===== config.mk =====
export PLATFORM = sky130hd
export DESIGN_NAME = alu_mul_req
export DESIGN_NICKNAME = d
export VERILOG_FILES = /design/src/rtl/alu_mul_req.sv
export SDC_FILE = /design/constraint.sdc
export NUM_CORES = 1
export LEC_CHECK = 0
export CORE_AREA = 2 2 180 182
export DETAILED_ROUTE_END_ITERATION = 7
export DIE_AREA = 0 0 182 184
export PLACE_DENSITY = 0.71
export SYNTH_ARGS = -nofsm -noshare
export SYNTH_HDL_FRONTEND = slang
export SYNTH_SLANG_ARGS = --single-unit

===== constraint.sdc =====
create_clock -name clk -period 11.8 [get_ports clk]
set_input_delay 1.18 -clock clk [delete_from_list [all_inputs] [get_ports clk]]
set_output_delay 1.18 -clock clk [all_outputs]
set_load 0.05 [all_outputs]

===== src/rtl/alu_mul_req.sv =====
// Multiply request sequencer between the EXU and an external multiplier.
// It registers one op at a time, tracks flush/drain of the multiplier handshake and selects the result.
module alu_mul_req #(
    parameter int XLEN = 64
) (
    input  logic                clk,
    input  logic                rst,
    input  logic                mul_op_valid_i,
    input  logic [2:0]          mul_op_i,
    input  logic [XLEN-1:0]     rs1_data_i,
    input  logic [XLEN-1:0]     rs2_data_i,
    input  logic                flush_i,
    output logic                mul_valid_o,
    output logic                rs1_signed_valid_o,
    output logic                rs2_signed_valid_o,
    output logic [XLEN-1:0]     rs1_data_o,
    output logic [XLEN-1:0]     rs2_data_o,
    input  logic                mul_ready_i,
    input  logic [2*XLEN-1:0]   mul_out_i,
    output logic                mul_stall_o,
    output logic                result_valid_o,
    output logic [XLEN-1:0]     result_o
);

    localparam logic [2:0] OP_MUL    = 3'd0;
    localparam logic [2:0] OP_MULH   = 3'd1;
    localparam logic [2:0] OP_MULHSU = 3'd2;
    localparam logic [2:0] OP_MULHU  = 3'd3;
    localparam logic [2:0] OP_MULW   = 3'd4;

    typedef enum logic [1:0] {
        ST_IDLE  = 2'd0,
        ST_BUSY  = 2'd1,
        ST_DRAIN = 2'd2,
        ST_DONE  = 2'd3
    } state_e;

    state_e            state_q, state_d;
    logic [2:0]        op_q, op_d;
    logic [XLEN-1:0]   rs1_q, rs1_d;
    logic [XLEN-1:0]   rs2_q, rs2_d;
    logic              rs1_sgn_q, rs1_sgn_d;
    logic              rs2_sgn_q, rs2_sgn_d;
    logic              mul_valid_q, mul_valid_d;
    logic [XLEN-1:0]   result_q, result_d;
    logic              mul_stall_s;
    logic              result_valid_s;

    function automatic logic op_is_legal(input logic [2:0] op);
        return (op <= OP_MULW);
    endfunction

    function automatic logic op_rs1_signed(input logic [2:0] op);
        logic sgn;
        case (op)
            OP_MUL, OP_MULH, OP_MULHSU: sgn = 1'b1;
            default:                    sgn = 1'b0;
        endcase
        return sgn;
    endfunction

    function automatic logic op_rs2_signed(input logic [2:0] op);
        logic sgn;
        case (op)
            OP_MUL, OP_MULH: sgn = 1'b1;
            default:         sgn = 1'b0;
        endcase
        return sgn;
    endfunction

    function automatic logic [XLEN-1:0] select_result(input logic [2:0] op,
                                                      input logic [2*XLEN-1:0] prod);
        logic [XLEN-1:0] res;
        case (op)
            OP_MUL:                      res = prod[XLEN-1:0];
            OP_MULH, OP_MULHSU, OP_MULHU: res = prod[2*XLEN-1:XLEN];
            OP_MULW:                     res = {{(XLEN-32){prod[31]}}, prod[31:0]};
            default:                     res = {XLEN{1'b0}};
        endcase
        return res;
    endfunction

    // Next-state, operand capture and result capture
    always_comb begin
        state_d   = state_q;
        op_d      = op_q;
        rs1_d     = rs1_q;
        rs2_d     = rs2_q;
        rs1_sgn_d = rs1_sgn_q;
        rs2_sgn_d = rs2_sgn_q;
        result_d  = result_q;
        case (state_q)
            ST_IDLE: begin
                if (mul_op_valid_i && !flush_i) begin
                    if (op_is_legal(mul_op_i)) begin
                        op_d      = mul_op_i;
                        rs1_d     = rs1_data_i;
                        rs2_d     = rs2_data_i;
                        rs1_sgn_d = op_rs1_signed(mul_op_i);
                        rs2_sgn_d = op_rs2_signed(mul_op_i);
                        state_d   = ST_BUSY;
                    end else begin
                        // Reserved op: never reaches the multiplier, retires with a zero result
                        result_d = {XLEN{1'b0}};
                        state_d  = ST_DONE;
                    end
                end else begin
                    state_d = ST_IDLE;
                end
            end
            ST_BUSY: begin
                if (mul_ready_i) begin
                    if (flush_i) begin
                        state_d = ST_IDLE;
                    end else begin
                        result_d = select_result(op_q, mul_out_i);
                        state_d  = ST_DONE;
                    end
                end else if (flush_i) begin
                    state_d = ST_DRAIN;
                end else begin
                    state_d = ST_BUSY;
                end
            end
            ST_DRAIN: begin
                if (mul_ready_i) begin
                    state_d = ST_IDLE;
                end else begin
                    state_d = ST_DRAIN;
                end
            end
            ST_DONE: begin
                state_d = ST_IDLE;
            end
            default: begin
                state_d = ST_IDLE;
            end
        endcase
        mul_valid_d = (state_d == ST_BUSY) || (state_d == ST_DRAIN);
    end

    // Stall and result strobe depend on the live EXU inputs
    always_comb begin
        mul_stall_s    = 1'b0;
        result_valid_s = 1'b0;
        if (rst) begin
            mul_stall_s    = 1'b0;
            result_valid_s = 1'b0;
        end else begin
            case (state_q)
                ST_IDLE:  mul_stall_s    = mul_op_valid_i & ~flush_i;
                ST_BUSY:  mul_stall_s    = ~flush_i;
                ST_DRAIN: mul_stall_s    = mul_op_valid_i;
                ST_DONE:  result_valid_s = ~flush_i;
                default: begin
                    mul_stall_s    = 1'b0;
                    result_valid_s = 1'b0;
                end
            endcase
        end
    end

    // State and datapath registers
    always_ff @(posedge clk or posedge rst) begin
        if (rst) begin
            state_q     <= ST_IDLE;
            op_q        <= 3'd0;
            rs1_q       <= {XLEN{1'b0}};
            rs2_q       <= {XLEN{1'b0}};
            rs1_sgn_q   <= 1'b0;
            rs2_sgn_q   <= 1'b0;
            mul_valid_q <= 1'b0;
            result_q    <= {XLEN{1'b0}};
        end else begin
            state_q     <= state_d;
            op_q        <= op_d;
            rs1_q       <= rs1_d;
            rs2_q       <= rs2_d;
            rs1_sgn_q   <= rs1_sgn_d;
            rs2_sgn_q   <= rs2_sgn_d;
            mul_valid_q <= mul_valid_d;
            result_q    <= result_d;
        end
    end

    assign mul_valid_o        = mul_valid_q;
    assign rs1_signed_valid_o = rs1_sgn_q;
    assign rs2_signed_valid_o = rs2_sgn_q;
    assign rs1_data_o         = rs1_q;
    assign rs2_data_o         = rs2_q;
    assign mul_stall_o        = mul_stall_s;
    assign result_valid_o     = result_valid_s;
    assign result_o           = result_q;

endmodule


==> impl_metrics.ini <==
[status]
status = finished, final reports clean

[setup_path]
critPathMaxStageDelay_ns = 0.87
path_cells = clkdlybuf4s50_1 > inv_8 > o21ai_0 > nor2_1 > clkdlybuf4s50_1
worst_r2r_endpoint = rs2_data_o[45]
startpoint = rst
cpMostUsedCell = clkdlybuf4s50_1
crit_slowest_cell = clkdlybuf4s50_1
crit_family = buffers and inverters
r2r_start = state_q[0]
cp_num_buf_inv = 3
cp_data_arrival_time_ns = 3.48
rr_worst_depth = 5
start_kind = input pin
crit_fanout = 84
worstSetupPathType = input pin to output pin
ff2ff_setup_slack_ns = 8.38
worstPathRequired_ns = 10.62
cp-end-kind = output pin

[grt]
grt_pass1_wl_mm = 43.9
grt_pass1_vias = 7532
antenna_found_initial = 0
grt_use_total = 0.169
grt_max_degree = 96
grt_overflow = 0

[clocking]
clock_latency_ns = 0.45
postCtsSetupBuffers = 0
cts.clk_slew.worst_paths_ns = 0.08
post_cts_resized = 0
hold_buffers = 0
clockRootBuffer = clkbuf_16
cts_buffer_depth = 2
cts_tree = built
htree_levels = 4
numCtsBuffers = 17
cts_sinks = 200

[place]
portBuffers = 460
dpl_cell_area_um2 = 13800
place_ws_ns = 7.09
gp_congestion = 0.793
dp_hpwl_mm = 20.5

[final_layout]
fin_nets = 1354
diodes = 0
drive_gt1_frac = 0.0454
syn2layout_area_growth_pct = 61.2
final_area_um2 = 14300
mostFrequentLayoutCells = clkdlybuf4s50_1, dfrtp_1, mux2_1
layout_commonest_cell = clkdlybuf4s50_1

[floorplan]
ioPinCount = 461
dieHeight_um = 184
rows = 65
die_w_um = 182
core_um2 = 31400
die-area_um2 = 33500
start_util = 0.284

[timing]
fin_crit_sh = 0.395
rsz0062_at_grt = false
whs_ns = 0.489
worstMarginPinSlew_ns = 0.995
period_needed_ns = 4.66
setup_viol = 0
layout_setup_ws_ns = 7.14
hold_viol_final = 0
slew_violations = 0
skew_ns = 0.00772
slew_headroom = 0.337
fmax_mhz = 214
fin_setup_tns_ns = 0

[drt]
vias = 7193
viasPerCell = 4.79
drc_errors = 0
firstDrtPassIters = 7
drt_iter0_markers = 360
ant_nets = 0
routed_wl_mm = 28.6
avgRoutedWirePerCell_um = 19.0

[pwr]
p_leak_uw = 0.00577
clockPowerShare = 0.134
p_comb_frac = 0.597
power.switching_uw = 2220
switching_share = 0.499
power-per-cell-area_nw_per_um2 = 310
p_seq_frac = 0.269
p_int_uw = 2230
total_power_uw = 4450
irDropWorstVdd_v = 0.000169

[synthesis]
netlist_area_um2 = 8900
synth_cell_types = 37
synthCells = 656
synth_nets = 922
ys_seq_area_frac = 0.562
avgSynthCellArea_um2 = 13.6
yosys_warnings = 0
synth_seq_cells = 200

[run]
cap_violations = 0

[hold_path]
hold_depth = 1
hold_end = result_o[7]
hp-start = result_o[7]
hp-class = flop to flop
power groups by stage:
stage | combinational [uW] | sequential [uW] | clock (uW)
after global placement | 2650 | 1190 | 0
after floorplan | 588 | 2330 | 0
after CTS | 2680 | 1200 | 619
after detailed placement | 2670 | 1210 | 0
final | 2660 | 1200 | 596
after global routing | 2770 | 1240 | 645
synth_stat cells (all sizes together):
cell / instances / share of area
a211o: 1 / 0.00098
o211ai: 2 / 0.0017
nor3: 2 / 0.0011
a31oi: 6 / 0.0042
dfrtp: 200 / 0.56
a21oi: 2 / 0.0011
a21o: 2 / 0.0017
inv: 5 / 0.0021
mux2i: 28 / 0.031
o22ai: 2 / 0.0014
xnor2: 1 / 0.00098
clkbuf: 35 / 0.015
nor2b: 61 / 0.043
a2bb2oi: 1 / 0.00098
or4b: 1 / 0.0011
nand4bb: 1 / 0.0013
a211oi: 33 / 0.028
nand2b: 2 / 0.0014
ha: 2 / 0.0028
buf: 23 / 0.026
nand2: 3 / 0.0013
o21a: 1 / 0.00084
mux2: 130 / 0.16
nor2: 6 / 0.0034
or2: 1 / 0.00070
nor4b: 32 / 0.031
nor3b: 4 / 0.0034
nand3: 1 / 0.00056
nor4bb: 1 / 0.0011
o21ai: 3 / 0.0017
o2bb2ai: 64 / 0.063
layout make-up:
type                    instances  area [um2]
repair buffers                471        4690
clock buffers                  18         439
clock inverters                14         155
well taps                     402         503
flip-flops and latches        200        5010
inverters                       5        26.3
fillers                      2880       17000
multi-input cells             393        3530
per-layer routing:
| metal | wire [um] | GRT usage | vias up |
|---|---|---|---|
| met5 | 0 | 0 | - |
| li1 | - | - | 3277 |
| met1 | 11500 | 0.200 | 3588 |
| met3 | 2420 | 0.0624 | 38 |
| met2 | 14000 | 0.283 | 290 |
| met4 | 604 | 0.0574 | 0 |
state kept, by name, indices dropped and copies added, names as in the netlist:
name / cells
mul_valid_o: 1
op_q: 3
result_o: 64
rs1_data_o: 64
rs1_signed_valid_o: 1
rs2_data_o: 64
rs2_signed_valid_o: 1
state_q: 2
kinds of logic (layout without fill, tap and decap cells):
kind of cell / after synthesis / after routing / synth area share
flops: 200 / 200 / 0.562
mux: 158 / 158 / 0.196
compound gates: 117 / 117 / 0.105
simple gates: 115 / 115 / 0.0897
buf+inv: 63 / 508 / 0.0430
fa+ha+maj: 2 / 2 / 0.00281
xor+xnor: 1 / 1 / 0.000984
worst max-delay path by stage:
stage | to | slack [ns] | cells past startpoint
finish | mul_stall_o | 7.14 | 5
global route | mul_stall_o | 6.95 | 5
CTS | mul_stall_o | 7.07 | 5
detailed placement | mul_stall_o | 7.09 | 5
global placement | mul_stall_o | 7.05 | 5
floorplan | mul_stall_o | 3.99 | 3
through the flow:
stage	util	cells
floorplan	-	656
global placement	0.438	1471
detailed placement	0.438	1471
CTS	0.457	1503
global route	0.457	1503
finish	0.457	1503
Note: power is estimated with default switching activity, not from simulation.
